**src/rtl/cpu_pkg.sv**
```systemverilog
// Shared CPU front-end types and constants: word/PC types, fetch FSM states,
// and the {pc, instr} entry held in the fetch buffer.
package cpu_pkg;
   typedef logic [31:0] word_t;
   typedef logic [31:0] pc_t;

   localparam word_t NOP_INSTR_DEF = 32'h0000_0013;
   localparam pc_t   RESET_PC_DEF  = 32'h0000_0000;

   typedef enum logic [1:0] {
      IDLE  = 2'd0,
      REQ   = 2'd1,
      DRAIN = 2'd2
   } fetch_state_e;

   typedef struct packed {
      pc_t   pc;
      word_t instr;
   } fetch_entry_t;
endpackage

```
**src/rtl/ifetch_unit_if.sv**
```systemverilog
// Instruction-memory read port: one outstanding word request, acked with data.
interface ifetch_unit_if;
   import cpu_pkg::*;

   logic  imem_req;
   pc_t   imem_addr;
   logic  imem_ack;
   word_t imem_rdata;

   modport master (output imem_req, imem_addr, input imem_ack, imem_rdata);
   modport slave  (input imem_req, imem_addr, output imem_ack, imem_rdata);
endinterface

```
**src/rtl/ifetch_fifo.sv**
```systemverilog
// Circular {pc, instr} buffer with wrapping pointers, a count, and a one-cycle flush.
module ifetch_fifo
   import cpu_pkg::*;
#(
   parameter int  DEPTH = 2,
   localparam int PTR_W = $clog2(DEPTH),
   localparam int CNT_W = PTR_W + 1
) (
   input  logic             clk,
   input  logic             rst,
   input  logic             push,
   input  logic             pop,
   input  logic             flush,
   input  fetch_entry_t     push_data,
   output fetch_entry_t     head,
   output logic [CNT_W-1:0] count
);
   fetch_entry_t     mem_q [DEPTH];
   fetch_entry_t     mem_d [DEPTH];
   logic [PTR_W-1:0] rd_ptr_q, rd_ptr_d;
   logic [PTR_W-1:0] wr_ptr_q, wr_ptr_d;
   logic [CNT_W-1:0] count_q, count_d;

   always_comb begin
      rd_ptr_d = rd_ptr_q;
      wr_ptr_d = wr_ptr_q;
      count_d  = count_q;
      mem_d    = mem_q;
      if (flush) begin
         rd_ptr_d = '0;
         wr_ptr_d = '0;
         count_d  = '0;
      end else begin
         if (push) begin
            mem_d[wr_ptr_q] = push_data;
            wr_ptr_d        = wr_ptr_q + PTR_W'(1);
         end
         if (pop) rd_ptr_d = rd_ptr_q + PTR_W'(1);
         case ({push, pop})
            2'b10:   count_d = count_q + CNT_W'(1);
            2'b01:   count_d = count_q - CNT_W'(1);
            default: count_d = count_q;
         endcase
      end
   end

   // Storage carries no reset: an entry is only observed once count covers it.
   always_ff @(posedge clk) begin
      mem_q <= mem_d;
   end

   always_ff @(posedge clk) begin
      if (rst) begin
         rd_ptr_q <= '0;
         wr_ptr_q <= '0;
         count_q  <= '0;
      end else begin
         rd_ptr_q <= rd_ptr_d;
         wr_ptr_q <= wr_ptr_d;
         count_q  <= count_d;
      end
   end

   assign head  = mem_q[rd_ptr_q];
   assign count = count_q;
endmodule

```
**src/rtl/ifetch_unit.sv**
```systemverilog
// Instruction-fetch front end: PC, imem request FSM and fetch buffer feeding IF/ID.
// Define IFETCH_PERF_EN to add the perf_fetched / perf_starve counters.
module ifetch_unit
   import cpu_pkg::*;
#(
   parameter pc_t   RESET_PC  = RESET_PC_DEF,
   parameter word_t NOP_INSTR = NOP_INSTR_DEF,
   parameter int    BUF_DEPTH = 2
) (
   input  logic          clk,
   input  logic          rst,
   input  logic          busy,
   input  logic          redirect_valid,
   input  pc_t           redirect_pc,
   ifetch_unit_if.master imem,
   output word_t         instruction,
   output pc_t           pc_out,
   output logic          tick_ifid
`ifdef IFETCH_PERF_EN
   ,
   output logic [31:0]   perf_fetched,
   output logic [31:0]   perf_starve
`endif
);
   localparam int CNT_W = $clog2(BUF_DEPTH) + 1;

   fetch_state_e     state_q, state_d;
   pc_t              pc_q, pc_d;
   logic             req_q, req_d;
   pc_t              addr_q, addr_d;
   logic             push, pop, flush, space;
   logic [CNT_W-1:0] count, count_after;
   fetch_entry_t     head, push_data;
   pc_t              target;

   assign target    = {redirect_pc[31:2], 2'b00};
   assign tick_ifid = (count != '0);
   assign flush     = redirect_valid;
   // A redirect outranks the decode pop: the head being latched is wrong-path.
   assign pop       = tick_ifid && !busy && !redirect_valid;
   assign push      = (state_q == REQ) && imem.imem_ack && !redirect_valid;
   assign push_data = '{pc: addr_q, instr: imem.imem_rdata};

   always_comb begin
      count_after = count;
      if (flush)             count_after = '0;
      else if (push && !pop) count_after = count + CNT_W'(1);
      else if (pop && !push) count_after = count - CNT_W'(1);
   end
   assign space = (count_after < CNT_W'(BUF_DEPTH));

   always_comb begin
      state_d = state_q;
      pc_d    = pc_q;
      req_d   = req_q;
      addr_d  = addr_q;
      case (state_q)
         IDLE: begin
            if (redirect_valid) begin
               pc_d = target;
            end else if (space) begin
               req_d   = 1'b1;
               addr_d  = pc_q;
               state_d = REQ;
            end
         end
         REQ: begin
            if (redirect_valid && imem.imem_ack) begin
               req_d   = 1'b0;
               pc_d    = target;
               state_d = IDLE;
            end else if (redirect_valid) begin
               pc_d    = target;
               state_d = DRAIN;
            end else if (imem.imem_ack) begin
               pc_d = addr_q + 32'd4;
               // Chaining the next address here keeps zero-wait memory at one word per cycle.
               if (space) begin
                  addr_d = addr_q + 32'd4;
               end else begin
                  req_d   = 1'b0;
                  state_d = IDLE;
               end
            end
         end
         DRAIN: begin
            if (redirect_valid) pc_d = target;
            if (imem.imem_ack) begin
               req_d   = 1'b0;
               state_d = IDLE;
            end
         end
         default: begin
            req_d   = 1'b0;
            state_d = IDLE;
         end
      endcase
   end

   always_ff @(posedge clk) begin
      if (rst) begin
         state_q <= IDLE;
         pc_q    <= RESET_PC;
         req_q   <= 1'b0;
         addr_q  <= RESET_PC;
      end else begin
         state_q <= state_d;
         pc_q    <= pc_d;
         req_q   <= req_d;
         addr_q  <= addr_d;
      end
   end

   ifetch_fifo #(.DEPTH(BUF_DEPTH)) u_fifo (
      .clk       (clk),
      .rst       (rst),
      .push      (push),
      .pop       (pop),
      .flush     (flush),
      .push_data (push_data),
      .head      (head),
      .count     (count)
   );

   assign imem.imem_req  = req_q;
   assign imem.imem_addr = addr_q;
   assign instruction    = tick_ifid ? head.instr : NOP_INSTR;
   assign pc_out         = tick_ifid ? head.pc : '0;

`ifdef IFETCH_PERF_EN
   logic [31:0] perf_fetched_q, perf_fetched_d;
   logic [31:0] perf_starve_q, perf_starve_d;

   always_comb begin
      perf_fetched_d = perf_fetched_q + (push ? 32'd1 : 32'd0);
      perf_starve_d  = perf_starve_q + ((!busy && !tick_ifid) ? 32'd1 : 32'd0);
   end

   always_ff @(posedge clk) begin
      if (rst) begin
         perf_fetched_q <= '0;
         perf_starve_q  <= '0;
      end else begin
         perf_fetched_q <= perf_fetched_d;
         perf_starve_q  <= perf_starve_d;
      end
   end

   assign perf_fetched = perf_fetched_q;
   assign perf_starve  = perf_starve_q;
`endif
endmodule

```
**src/flat_wrapper.sv**
```systemverilog
// flat-port wrapper written by rule: the top's interface ports become plain ports
module ifetch_unit_flat import cpu_pkg::*;
#(
   parameter pc_t   RESET_PC  = RESET_PC_DEF,
   parameter word_t NOP_INSTR = NOP_INSTR_DEF,
   parameter int    BUF_DEPTH = 2
)
  (clk, rst, busy, redirect_valid, redirect_pc, instruction, pc_out, tick_ifid, imem_imem_req, imem_imem_addr, imem_imem_ack, imem_imem_rdata);
  ifetch_unit_if imem_i ();
  input  logic clk;
  input  logic rst;
  input  logic busy;
  input  logic redirect_valid;
  input  pc_t redirect_pc;
  output word_t instruction;
  output pc_t pc_out;
  output logic tick_ifid;
  output wire logic [$bits(imem_i.imem_req)-1:0] imem_imem_req;
  output wire logic [$bits(imem_i.imem_addr)-1:0] imem_imem_addr;
  input wire logic [$bits(imem_i.imem_ack)-1:0] imem_imem_ack;
  input wire logic [$bits(imem_i.imem_rdata)-1:0] imem_imem_rdata;
  assign imem_imem_req = imem_i.imem_req;
  assign imem_imem_addr = imem_i.imem_addr;
  assign imem_i.imem_ack = imem_imem_ack;
  assign imem_i.imem_rdata = imem_imem_rdata;
  ifetch_unit #(.RESET_PC(RESET_PC), .NOP_INSTR(NOP_INSTR), .BUF_DEPTH(BUF_DEPTH)) u_core (.clk(clk), .rst(rst), .busy(busy), .redirect_valid(redirect_valid), .redirect_pc(redirect_pc), .imem(imem_i), .instruction(instruction), .pc_out(pc_out), .tick_ifid(tick_ifid));
endmodule
```
**config.mk**
```make
export PLATFORM = sky130hd
export DESIGN_NAME = ifetch_unit_flat
export DESIGN_NICKNAME = d
export VERILOG_FILES = /design/src/rtl/cpu_pkg.sv /design/src/rtl/ifetch_unit_if.sv /design/src/rtl/ifetch_fifo.sv /design/src/rtl/ifetch_unit.sv /design/src/flat_wrapper.sv
export SDC_FILE = /design/constraint.sdc
export NUM_CORES = 1
export LEC_CHECK = 0
export ABC_AREA = 1
export CELL_PAD_IN_SITES_DETAIL_PLACEMENT = 2
export CELL_PAD_IN_SITES_GLOBAL_PLACEMENT = 2
export CORE_MARGIN = 5
export CORE_UTILIZATION = 28
export CTS_CLUSTER_SIZE = 28
export DETAILED_ROUTE_END_ITERATION = 6
export PLACE_DENSITY = 0.72
export SLEW_MARGIN = 20
export SYNTH_ARGS = -nofsm -noshare
export SYNTH_HDL_FRONTEND = slang
export SYNTH_SLANG_ARGS = --single-unit
```
**constraint.sdc**
```tcl
create_clock -name clk -period 4.1 [get_ports clk]
set_input_delay 0.615 -clock clk [delete_from_list [all_inputs] [get_ports clk]]
set_output_delay 0.615 -clock clk [all_outputs]
set_load 0.01 [all_outputs]
```
==> key figures <==
Placed design
  • Pre-CTS setup slack: 0.945 ns
  • GPL Wtd Cong: 0.764
  • I/O Buffers: 164
  • Placed instance area: 0.0111 mm²
  • Detail Placement HPWL: 20.8 mm

Yosys
  • Syn Inst Count: 1051
  • Post-Syn Area: 0.00900 mm²
  • Dominant cell type by area after synthesis: edfxtp_1
  • Yosys reg bits: 199
  • Mean Syn Cell Area: 8.57 µm²
  • Syn_nets: 1124
  • Top cell type's share of synthesized area: 42.7%
  • Synth top area cells: edfxtp_1 (43%), dfxtp_1 (16%), nor2_1 (9.3%)
  • Unique masters post-synth: 28
  • Async set or reset register ratio after synthesis: 0%
  • Post-synth EDFFs: 128
  • Synth Warn #: 0
  • Post-synthesis sequential area ratio: 58.5%
  • Ys flop type: edfxtp_1

STA
  • Worst hold margin: 0.474 ns
  • Final Hold Fails: 0
  • Worst slew pin tran: 0.723 ns
  • RSZ-0062 raised after global routing: false
  • Final setup fails: 0
  • Final worst setup slack: 0.862 ns
  • Final Max Tran Viols: 0
  • Setup_tns: 0 ns
  • Relative slew slack: 51.7%
  • Clk_skew: 0.0162 ns
  • Tmin final: 3.24 ns
  • Period utilisation layout: 79.0%
  • Fmax achieved: 0.309 GHz

Global route
  • Vias in the first global route: 8374
  • Largest net degree at the start of global routing: 65
  • Total grt overflow: 0
  • First-pass GRT wire length: 47.1 mm
  • Initial antenna violation count: 0
  • GRT Overall Usage: 16.8%

Setup path
  • Crit path launch: u_core.u_fifo.count[0]$_SDFFE_PP0P_
  • R2R setup slack: 1.59 ns
  • Register-to-Register Path Depth: 14
  • Startpoint Class: register
  • Critical Path Fanout Max: 34
  • WS Path Type: register to output port
  • Crit path arrival time: 2.62 ns
  • Origin of the critical flop-to-flop path: u_core.state_q[0]$_SDFFE_PP0P_
  • WP data required: 3.48 ns
  • Worst flop-to-flop path endpoint: u_core.imem.imem_addr[3]$_SDFFE_PP0P_
  • Critical Path Sink Type: output port

Cells and area
  • Share of layout cells above drive strength 1: 6.20%
  • Fillers: 3527
  • Layout Nets: 1270
  • Design area: 0.0117 mm²
  • Final Util: 36.9%
  • P&R area growth vs syn: 29.8%
  • Ant. Diodes: 0

Worst hold path
  • HP Class: register to register
  • Hold Path Depth: 2
  • Min-delay src: u_core.pc_q[1]$_SDFFE_PP0P_
  • Hold Path End: u_core.pc_q[1]$_SDFFE_PP0P_

Route
  • Vias/cell: 4.80
  • WL per Instance: 18.5 µm
  • Initial DRC Count: 259
  • Detailed Routing Iterations Pass 1: 4
  • Routed wire length: 29.8 mm
  • # DRC: 0
  • Antenna-violating nets left: 0
  • Via Count: 7740

Clock network
  • Clk_lat worst skew: 0.44 ns
  • CTS buffer count: 17
  • Clock transition at path regs: 0.07 ns
  • Longest Clk Path Bufs: 2
  • Root Driver: clkbuf_16
  • CTS tree: built
  • Clk sinks: 199
  • Resized cells post-CTS: 0
  • Post-CTS Hold Fix Bufs: 0
  • H-Tree Level Count: 4
  • Post CTS Setup Buffer Count: 0

Floorplan
  • Row Count: 65
  • Ports: 167
  • Placeable Area: 0.0316 mm²
  • Die W: 189 µm
  • Initial Util: 28.5%
  • Full die area: 0.0358 mm²
  • Die H: 189 µm

Pwr
  • PwrDens: 387 mW/mm²
  • Peak supply drop: 0.302 mV
  • LEAKAGE: 4.27 nW

Run
  • Max Cap Viol: 0

Status
  • Status: finished clean
-- per-stage QoR --
step | power, W | std cells
2_1_floorplan | 0.00260 | 1051
3_3_place_gp | 0.00289 | 1580
3_5_place_dp | 0.00291 | 1580
4_1_cts | 0.00459 | 1612
5_1_grt | 0.00473 | 1612
6_report | 0.00452 | 1612
-- how the worst max path moves through the flow --
stage / to / cells past startpoint
global placement: u_core.imem.imem_addr[19]$_SDFFE_PP0P_ / 13
floorplan: u_core.u_fifo.mem_q[0]$_DFFE_PP_ / 4
finish: instruction[15] / 7
detailed placement: u_core.imem.imem_addr[23]$_SDFFE_PP0P_ / 13
CTS: pc_out[8] / 7
global route: instruction[20] / 7
-- Yosys cell counts, types with 7 or more instances --
master,number
buf_2,16
clkbuf_1,28
nand2_2,7
nand3_1,42
nor2_1,224
nand2_1,219
inv_1,74
o21ai_0,101
edfxtp_1,128
xor2_1,11
dfxtp_1,71
a21oi_1,88
-- power by group --
| group | internal, W | total [W] | leakage, nW | switching, W |
|---|---|---|---|---|
| Clock | 0.000894 | 0.00166 | 0.291 | 0.000770 |
| Sequential | 0.00222 | 0.00232 | 1.76 | 0.000104 |
| Combinational | 0.000231 | 0.000536 | 2.22 | 0.000305 |
| Total | 0.00334 | 0.00452 | 4.27 | 0.00118 |
-- state kept, by name (all words and copies together) (netlist names) --
signal,cells
u_core.imem.imem_addr,32
u_core.u_fifo.mem_q,128
u_core.u_fifo.rd_ptr_q,1
u_core.imem.imem_req,1
u_core.u_fifo.wr_ptr_q,1
u_core.pc_q,32
u_core.state_q,2
u_core.u_fifo.count,2
-- area by class of cell --
type	instances	area (µm²)	area share, %
tap	402	503	4.30
inverter	79	297	2.54
sequential	199	5270	45.1
clock inverter	11	103	0.878
timing repair buffer	179	1820	15.5
clock buffer	21	472	4.04
multi-input combinational	721	3230	27.6
-- cells by family (layout without fill, tap and decap cells) --
kind of cell | count (synthesis) | count (layout) | share of synthesized area [%]
XOR/XNOR | 12 | 12 | 1.25
buffers and inverters | 131 | 290 | 5.85
adder cells (fa/ha/maj) | 4 | 4 | 0.556
flip-flops | 199 | 199 | 58.5
AO/OA/AOI/OAI | 197 | 197 | 11.1
AND/OR/NAND/NOR | 508 | 508 | 22.8
-- cells in the final DEF, fill, tap and decap left out, types with 5 or more instances in the layout --
cell type          n
inv_1             71
a21oi_1           88
nand2_2            7
edfxtp_1         128
nand3_1           42
xor2_1            11
dfxtp_1           70
clkdlybuf4s50_1  164
inv_2              7
o21ai_0          101
nor2_1           222
buf_4             10
clkbuf_16         18
nor2_4             8
buf_12             5
nand2_1          219
-- layer usage --
layer | global-route usage, % | wire length [µm] | vias to the layer above | share of wire [%]
li1 | - | - | 3722 | -
met1 | 22.0 | 14300 | 3855 | 48
met2 | 29.2 | 14400 | 137 | 48
met3 | 2.43 | 769 | 26 | 2.6
met4 | 4.34 | 385 | 0 | 1.3
met5 | 0 | 0 | - | 0
-- worst max-delay path, cell delays in order, from the launching register on --
cell and delay (ns):
dfxtp_1 0.35, inv_1 0.05, ha_1 0.22, inv_2 0.42, buf_12 0.25, o21ai_0 0.13, nor2_1 0.17, clkdlybuf4s50_1 0.57
(Power assumes the default switching activity.)
